File: src/rtl/arb_pkg.sv
// Shared types and helpers for the round-robin grant arbiter.
//   state_t   : arbiter FSM states (GAP is used only when GRANT_GAP_EN is defined)
//   rr_pick_t : winner index plus found flag
//   rr_pick() : round-robin search over NUM_REQ requests from a start index
package arb_pkg;

    localparam int unsigned NUM_REQ = 4;
    localparam int unsigned IDX_W   = 2;

    typedef enum logic [1:0] {
        IDLE  = 2'd0,
        GRANT = 2'd1,
        GAP   = 2'd2
    } state_t;

    typedef struct packed {
        logic             found;
        logic [IDX_W-1:0] idx;
    } rr_pick_t;

    // The first set bit at or after start wins, wrapping around.
    // The loop runs from the farthest candidate down to the nearest one,
    // so the nearest set bit is written last and wins.
    function automatic rr_pick_t rr_pick(input logic [NUM_REQ-1:0] req,
                                         input logic [IDX_W-1:0]   start);
        rr_pick_t         res;
        logic [IDX_W-1:0] cand;
        res.found = 1'b0;
        res.idx   = start;
        for (int k = int'(NUM_REQ) - 1; k >= 0; k--) begin
            cand = start + IDX_W'(k);
            if (req[cand]) begin
                res.found = 1'b1;
                res.idx   = cand;
            end
        end
        return res;
    endfunction

endpackage

File: src/rtl/decoder_2_to_4_df.sv
// Existing dataflow 2-to-4 decoder with an active-low enable.
//   A1, A0 : select inputs
//   E      : enable, active-low (1 forces all outputs low)
//   Y3..Y0 : active-high one-hot outputs
module decoder_2_to_4_df (
    input  logic A1,
    input  logic A0,
    input  logic E,
    output logic Y3,
    output logic Y2,
    output logic Y1,
    output logic Y0
);

    assign Y0 = ~E & ~A1 & ~A0;
    assign Y1 = ~E & ~A1 &  A0;
    assign Y2 = ~E &  A1 & ~A0;
    assign Y3 = ~E &  A1 &  A0;

endmodule

File: src/rtl/decoder_grant_arbiter.sv
// Round-robin arbiter granting one of four requesters a shared resource.
// The owner index and the active-low enable are registered and then decoded
// by decoder_2_to_4_df into the one-hot grant vector.
//   clk      : clock
//   rst      : synchronous active-high reset
//   req      : level-sensitive request vector
//   gnt      : one-hot grant {Y3..Y0}, zero while disabled
//   gnt_idx  : registered current/last owner index
//   dec_en_n : registered decoder enable, active-low
//   busy     : high while in GRANT
// Parameter MAX_HOLD bounds consecutive grant cycles while others wait (0 = unlimited).
// Optional macro GRANT_GAP_EN inserts a one-cycle GAP on every ownership change.
module decoder_grant_arbiter
    import arb_pkg::*;
#(
    parameter int unsigned MAX_HOLD = 8
) (
    input  logic               clk,
    input  logic               rst,
    input  logic [NUM_REQ-1:0] req,
    output logic [NUM_REQ-1:0] gnt,
    output logic [IDX_W-1:0]   gnt_idx,
    output logic               dec_en_n,
    output logic               busy
);

    localparam int unsigned HOLD_W = (MAX_HOLD == 0) ? 1 : $clog2(MAX_HOLD + 1);

    state_t             state_q,    state_d;
    logic [IDX_W-1:0]   gnt_idx_q,  gnt_idx_d;
    logic [IDX_W-1:0]   last_q,     last_d;
    logic               dec_en_n_q, dec_en_n_d;
    logic               busy_q,     busy_d;
    logic [HOLD_W-1:0]  hold_cnt_q, hold_cnt_d;

    logic [NUM_REQ-1:0] others;
    rr_pick_t           pick_all;
    rr_pick_t           pick_oth;
    logic               preempt;

    // State registers
    always_ff @(posedge clk) begin
        if (rst) begin
            state_q    <= IDLE;
            gnt_idx_q  <= '0;
            last_q     <= IDX_W'(NUM_REQ - 1);
            dec_en_n_q <= 1'b1;
            busy_q     <= 1'b0;
            hold_cnt_q <= '0;
        end else begin
            state_q    <= state_d;
            gnt_idx_q  <= gnt_idx_d;
            last_q     <= last_d;
            dec_en_n_q <= dec_en_n_d;
            busy_q     <= busy_d;
            hold_cnt_q <= hold_cnt_d;
        end
    end

    // Next-state and registered-output logic
    always_comb begin
        state_d    = state_q;
        gnt_idx_d  = gnt_idx_q;
        last_d     = last_q;
        dec_en_n_d = dec_en_n_q;
        busy_d     = busy_q;
        hold_cnt_d = hold_cnt_q;

        // Masking the owner only matters for preemption; on release req[o] is already 0.
        others   = req & ~(NUM_REQ'(1) << gnt_idx_q);
        pick_all = rr_pick(req,    last_q + IDX_W'(1));
        pick_oth = rr_pick(others, last_q + IDX_W'(1));
        preempt  = (MAX_HOLD != 0) && req[gnt_idx_q] && pick_oth.found &&
                   ((32'(hold_cnt_q) + 32'd1) >= MAX_HOLD);

        case (state_q)
            IDLE, GAP: begin
                hold_cnt_d = '0;
                if (pick_all.found) begin
                    state_d    = GRANT;
                    gnt_idx_d  = pick_all.idx;
                    last_d     = pick_all.idx;
                    dec_en_n_d = 1'b0;
                    busy_d     = 1'b1;
                end else begin
                    state_d    = IDLE;
                    dec_en_n_d = 1'b1;
                    busy_d     = 1'b0;
                end
            end

            GRANT: begin
                if (req[gnt_idx_q] && !preempt) begin
                    if (32'(hold_cnt_q) < MAX_HOLD) begin
                        hold_cnt_d = hold_cnt_q + HOLD_W'(1);
                    end
                end else if (pick_oth.found) begin
                    hold_cnt_d = '0;
`ifdef GRANT_GAP_EN
                    // Winner is re-evaluated on GAP exit with the req seen then.
                    state_d    = GAP;
                    dec_en_n_d = 1'b1;
                    busy_d     = 1'b0;
`else
                    gnt_idx_d  = pick_oth.idx;
                    last_d     = pick_oth.idx;
`endif
                end else begin
                    state_d    = IDLE;
                    hold_cnt_d = '0;
                    dec_en_n_d = 1'b1;
                    busy_d     = 1'b0;
                end
            end

            default: begin
                state_d    = IDLE;
                hold_cnt_d = '0;
                dec_en_n_d = 1'b1;
                busy_d     = 1'b0;
            end
        endcase
    end

    // Grant decode straight from registers, so at most one bit is ever high.
    decoder_2_to_4_df u_dec (
        .A1 (gnt_idx_q[1]),
        .A0 (gnt_idx_q[0]),
        .E  (dec_en_n_q),
        .Y3 (gnt[3]),
        .Y2 (gnt[2]),
        .Y1 (gnt[1]),
        .Y0 (gnt[0])
    );

    assign gnt_idx  = gnt_idx_q;
    assign dec_en_n = dec_en_n_q;
    assign busy     = busy_q;

endmodule

File: config.mk
export PLATFORM = sky130hd
export DESIGN_NAME = decoder_grant_arbiter
export DESIGN_NICKNAME = d
export VERILOG_FILES = /design/src/rtl/arb_pkg.sv /design/src/rtl/decoder_2_to_4_df.sv /design/src/rtl/decoder_grant_arbiter.sv
export SDC_FILE = /design/constraint.sdc
export NUM_CORES = 1
export LEC_CHECK = 0
export CAP_MARGIN = 20
export CORE_ASPECT_RATIO = 2
export CORE_MARGIN = 1.5
export CORE_UTILIZATION = 24
export DETAILED_ROUTE_END_ITERATION = 6
export PLACE_DENSITY = 0.42
export REMOVE_ABC_BUFFERS = 1
export SETUP_SLACK_MARGIN = 0.05
export SLEW_MARGIN = 25
export SYNTH_ARGS = -nofsm -noshare
export SYNTH_HDL_FRONTEND = slang
export SYNTH_SLANG_ARGS = --single-unit
File: constraint.sdc
create_clock -name clk -period 2.3 [get_ports clk]
set_input_delay 0.345 -clock clk [delete_from_list [all_inputs] [get_ports clk]]
set_output_delay 0.345 -clock clk [all_outputs]
set_load 0.02 [all_outputs]
# ---- After elaboration in Yosys (flattened, before gate mapping)
# Index checks and enable logic that the tools add are counted.
dict set report op_classes {
  reduce_logical 10
  n_eq_ne 6
  shift 1
  n_bitwise 13
  mux 42
  magnitude_cmp 7
  add_sub_neg 6
}
# operator count
set ops {}
lappend ops {{3-bit two-way mux} 8}
lappend ops {{1-bit binary-select mux with 2-bit select} 9}
lappend ops {{1-bit two-way mux} 16}
lappend ops {{2-bit by 3-bit less-than comparator with 1-bit output, second input constant} 5}
lappend ops {{2-bit two-way mux} 5}
lappend ops {{2-bit inequality test, second input constant} 4}
lappend ops {{2-bit case mux with 2 select lines} 2}
lappend ops {{1-bit AND} 6}
lappend ops {{4-bit by 1-bit adder with 5-bit output, second input constant} 1}
lappend ops {{5-bit by 4-bit greater-or-equal comparator with 1-bit output, second input constant} 1}
lappend ops {{1-bit inverter} 5}
lappend ops {{2-bit by 1-bit adder with 2-bit output, second input constant} 2}
lappend ops {{2-bit adder, second input constant} 2}
lappend ops {{4-bit by 1-bit adder with 4-bit output, second input constant} 1}
lappend ops {{4-bit AND} 1}
lappend ops {{4-bit less-than comparator, second input constant} 1}
lappend ops {{4-bit inverter} 1}
lappend ops {{1-bit case mux with 2 select lines} 2}
lappend ops {{4-bit AND reduction} 1}
lappend ops {{1-bit by 2-bit left shift with 4-bit output, first input constant} 1}
lappend ops {{1-bit logical AND} 3}
lappend ops {{3-bit OR reduction} 1}
lappend ops {{2-bit by 1-bit equality test with 1-bit output, second input constant} 1}
lappend ops {{2-bit equality test, second input constant} 1}
lappend ops {{other kinds (5)} 5}
dict set report word_totals {
  register_bits 12
  output_inout_bits 8
}

# ---- Longest topological paths before layout
dict set report depth {
  depth_word 15
  depth_mapped 8
}

# ---- Hierarchy
# From an unflattened synthesis, not the netlist that was laid out.
dict set report unflattened {
  cells_unflattened 118
  hier_area_um2 922.1
}
# module seq_area_each_um2 n_inst cells_each area_per_inst_um2
set by_module_without_submodules {}
lappend by_module_without_submodules {decoder_grant_arbiter 200.2 1 114 892.1}
lappend by_module_without_submodules {decoder_2_to_4_df 0.0 1 4 30.0}

# ---- Worst setup path before layout
# OpenSTA, ideal clock, no wires.
dict set report synth_path {
  path_kind {register to register}
  from {register gnt_idx_q[0], in the netlist gnt_idx[0]}
  to {register gnt_idx_q[0], in the netlist gnt_idx[0]}
  arrival_time_ps 2013
  slack_ps 192
  setup_ps 95
  stages_incl_launch_ff 8
  n_path_buf 1
  path_cell_list {dfxtp_1 > buf_6 > xnor2_1 > o221a_2 > nor2_1 > mux4_2 > or4_1 > o311ai_1}
}
dict set report synth_via {
  elab_chain_len 15
  elab_cells_between_ends 27
  classes_between {2 x eq/ne; 1 x shift; 17 x mux; 2 x bitwise; 5 x reduce/logical}
}
# element line_no
set synth_rtl {}
lappend synth_rtl {{start, declared} decoder_grant_arbiter.sv:30} ;# logic [IDX_W-1:0] gnt_idx_q, gnt_idx_d;
lappend synth_rtl {{start signal, assigned} decoder_grant_arbiter.sv:52} ;# gnt_idx_q <= gnt_idx_d;
lappend synth_rtl {{1-bit by 2-bit left shift with 4-bit output} decoder_grant_arbiter.sv:70} ;# others = req & ~(NUM_REQ'(1) << gnt_idx_q);
lappend synth_rtl {{4-bit inverter} decoder_grant_arbiter.sv:70}
lappend synth_rtl {{4-bit AND} decoder_grant_arbiter.sv:70}
lappend synth_rtl {{1-bit binary-select mux with 2-bit select} arb_pkg.sv:32} ;# if (req[cand]) begin
lappend synth_rtl {{1-bit two-way mux (not written as such)} arb_pkg.sv:32}
lappend synth_rtl {{3-bit two-way mux (4 in a row)} arb_pkg.sv:32}
lappend synth_rtl {{1-bit logical AND (2 in a row)} decoder_grant_arbiter.sv:73} ;# preempt = (MAX_HOLD != 0) && req[gnt_idx_q] && pick_oth.found &&
lappend synth_rtl {{1-bit logical NOT} decoder_grant_arbiter.sv:93} ;# if (req[gnt_idx_q] && !preempt) begin
lappend synth_rtl {{1-bit logical AND} decoder_grant_arbiter.sv:93}
lappend synth_rtl {{2-bit inequality test (no line)} -}
lappend synth_rtl {{4-bit AND reduction (no line)} -}
# Parallel ways exist; a longest one is shown, timed or not. The select of a mux whose other input is x is not followed.
# A chain may end at the register's enable or synchronous reset.

# ---- Worst setup path after layout
dict set report layout_path {
  from {input req[3]}
  to {register gnt_idx_q[0], in the netlist gnt_idx[0]}
}
dict set report layout_via {
  elab_chain_len 13
  elab_cells_between_ends 39
  classes_between {3 x eq/ne; 30 x mux; 1 x bitwise; 5 x reduce/logical}
}
# element line_no
set layout_rtl {}
lappend layout_rtl {{start, declared} decoder_grant_arbiter.sv:20} ;# input logic [NUM_REQ-1:0] req,
lappend layout_rtl {{4-bit AND} decoder_grant_arbiter.sv:70}
lappend layout_rtl {{1-bit binary-select mux with 2-bit select} arb_pkg.sv:32}
lappend layout_rtl {{1-bit two-way mux (not written as such)} arb_pkg.sv:32}
lappend layout_rtl {{3-bit two-way mux (4 in a row)} arb_pkg.sv:32}
lappend layout_rtl {{1-bit logical AND (2 in a row)} decoder_grant_arbiter.sv:73}
lappend layout_rtl {{1-bit logical NOT} decoder_grant_arbiter.sv:93}
lappend layout_rtl {{1-bit logical AND} decoder_grant_arbiter.sv:93}
lappend layout_rtl {{2-bit inequality test (no line)} -}
lappend layout_rtl {{4-bit AND reduction (no line)} -}
# Parallel ways exist; a longest one is shown, timed or not. The select of a mux whose other input is x is not followed.

==> flow_summary.toml <==
[timing]
max_freq_mhz = 468
min_period_ns = 2.14
drv_slew = 0
hold_ws_ns = 0.530
rsz0062_at_grt = "false"
clock-skew-final_ns = 0.00360
final-hold-violation-count = 0
finalCritPeriodShare = 0.930
setup_viol = 0
tightest_slew_ns = 0.476
maxSlewHeadroom = 0.682

[worst_setup_path]
cp_max_fo = 8
endpoint_kind = "register"
cp.required_ns = 2.43
setup.worst_path.end = "gnt_idx[0]"
critical_path_class = "input pin to register"
r2r_end = "gnt_idx[0]"
r2r-start = "last_q[0]"
rrSetupSlack_ns = 0.18
worstRegToRegCells = 7
crit_path_start = "req[3]"
arrival_ns = 2.27
crit_path_start_kind = "input pin"

[yosys]
synth_edf_count = 0
synth.largest_area_cell = "dfxtp_1"
yosysSeqAreaShare = 0.190
ys_ff_latch = 10
synth-async-reset-ratio = 0
postSynthCellCount = 137
synth_common_cells = "17 x nor2_1, 10 x dfxtp_1, 8 x nand2_1"
syn_area_sq_um = 1060
synth_area_leaders = "dfxtp_1 19%, nor2_1 6.0%, buf_4 5.0%"
synth_cell_type_count = 49
synthFlopType = "dfxtp_1"
yosysWarnings = 0
yosysMostFrequentCell = "nor2_1"
synth.top_cell.area_share = 0.190
avgSynthCellArea_sq_um = 7.71

[power]
peakVddDrop_v = 0.000343
powerDensity_nw_per_um2 = 812
p_leak_nw = 0.634

[global_routing]
grt_pass1_vias = 1265
grt.met2_usage = 0.304
gr-usage-met1 = 0.165
busiest_layer = "met2"
antenna_found_initial = 0
gr-usage-all-layers = 0.164
gr-usage-met3 = 0.0108
grt_pass1_wl_microns = 6050
grt_overflow = 0
grt_max_degree = 13

[route]
drc_errors = 0
wire_per_inst_microns = 15.8
drt_iter0_markers = 14
viasPerCell = 5.15
drt_pass1_iterations = 4
ant_nets = 0
routed_wl_microns = 3620
vias = 1180

[final_layout]
multiInputGateArea_sq_um = 811
area_growth_pct = 49.5
layout-drive-gt1-share = 0.360
layoutNonFillerInstCount = 229
n_antenna_cell = 0
final_nets = 184
seqCellArea_sq_um = 210
fillers = 444

[clocking]
clk_pin_slew_worst_paths_ns = 0.05
cts_tree = "yes"
clock-sinks = 10
h-tree-depth = 1
clk_latency_ns = 0.24
ctsRootBufferMaster = "clkbuf_8"
cts_inserted_buffers = 3
ctsLongestPathBuffers = 2

[floorplan]
ioPinCount = 14
core_area_sq_um = 4300
rows = 34
fp.dieArea_sq_um = 4830
die_height_microns = 96.8
die_w_microns = 49.9
start_util = 0.246

[placement]
gp_congestion = 0.862
io_buffer_count = 13
hpwl_microns = 2870
post-place-cells = 223

[run]
maxCapViolCount = 0

[hold_path]
holdCritPathClass = "register to register"

[outcome]
status = "complete, no violations"
[worst min-delay path by stage]
stage	start	end	slack (ns)	cells after the start
2_1_floorplan	rst	gnt_idx[1]	0.41	1
3_3_place_gp	dec_en_n	dec_en_n	0.51	2
3_5_place_dp	dec_en_n	dec_en_n	0.51	2
4_1_cts	dec_en_n	dec_en_n	0.52	2
5_1_grt	dec_en_n	dec_en_n	0.57	2
6_report	dec_en_n	dec_en_n	0.53	2
[area by class of cell]
class | count | share of cell area
inverter | 4 | 0.00951
timing repair buffer | 49 | 0.266
multi-input combinational | 108 | 0.513
sequential | 10 | 0.133
tap | 54 | 0.0428
clock buffer | 4 | 0.0349
[what timing repair did]
item / 4_1_cts / 5_1_grt
resized for setup: 18 / 6
pin swaps: 2 / 3
buffers inserted: 0 / 2
hold buffers: 0 / 0
setup endpoints to repair: 2 / 1
[cell families (layout without fill, tap and decap cells)]
kind of cell,Yosys count,count (layout),synth area share
adder cells (fa/ha/maj),2,2,0.0237
buffers and inverters,19,57,0.107
XOR/XNOR,4,4,0.0332
AO/OA/AOI/OAI,36,36,0.254
flip-flops,10,10,0.190
AND/OR/NAND/NOR,60,60,0.309
multiplexers,6,6,0.0841
[critical path, cell delays in order]
cell           delay [ns]
dlygate4sd2_1        0.31
mux4_2               0.53
clkinv_1             0.08
o2111ai_2            0.17
and2_4               0.22
or4_4                0.53
o311ai_2             0.09
[where the power goes]
group / leakage, nW / switching [mW] / internal (mW)
Combinational: 0.522 / 0.362 / 0.445
Sequential: 0.0838 / 0.0542 / 0.204
Clock: 0.0288 / 0.0672 / 0.150
Total: 0.634 / 0.483 / 0.799
[metrics by stage]
stage                     cell area (sq um)  utilization  TNS (ns)  total power [mW]  worst slack (ns)
final                                  1580        0.368         0              1.28             0.162
after global placement                 1420        0.331    -0.948             0.955            -0.369
after floorplan                         958            -    -0.246             0.588            -0.144
after CTS                              1530        0.355         0              1.23            0.0533
after detailed placement               1420        0.331     -1.08             0.956            -0.410
after global routing                   1580        0.368         0              1.37            0.0676
[metal layers]
metal	wire length, microns	part of all wire	vias up
met3	53	0.015	14
met4	185	0.051	0
met1	1300	0.36	567
met5	0	0	-
li1	-	-	575
met2	2080	0.58	24
[flip-flops by register name, indices dropped and copies added, names as in the netlist]
| signal | flops |
|---|---|
| dec_en_n | 1 |
| last_q | 2 |
| gnt_idx | 2 |
| busy | 1 |
| hold_cnt_q | 4 |
[layout by cell type (no fill, tap or decap), types with 3 or more instances in the layout]
master	instances
a21oi_1	6
a31oi_1	3
buf_4	34
clkbuf_8	4
clkdlybuf4s50_1	9
dfxtp_1	6
dlygate4sd2_1	4
inv_1	3
mux2i_1	4
nand2_1	8
nand2b_1	4
nor2_1	17
nor2b_1	4
nor3_1	6
nor3b_1	3
o21ai_0	4
or2_2	3
or2b_1	3
Note: power is estimated with default switching activity, not from simulation.
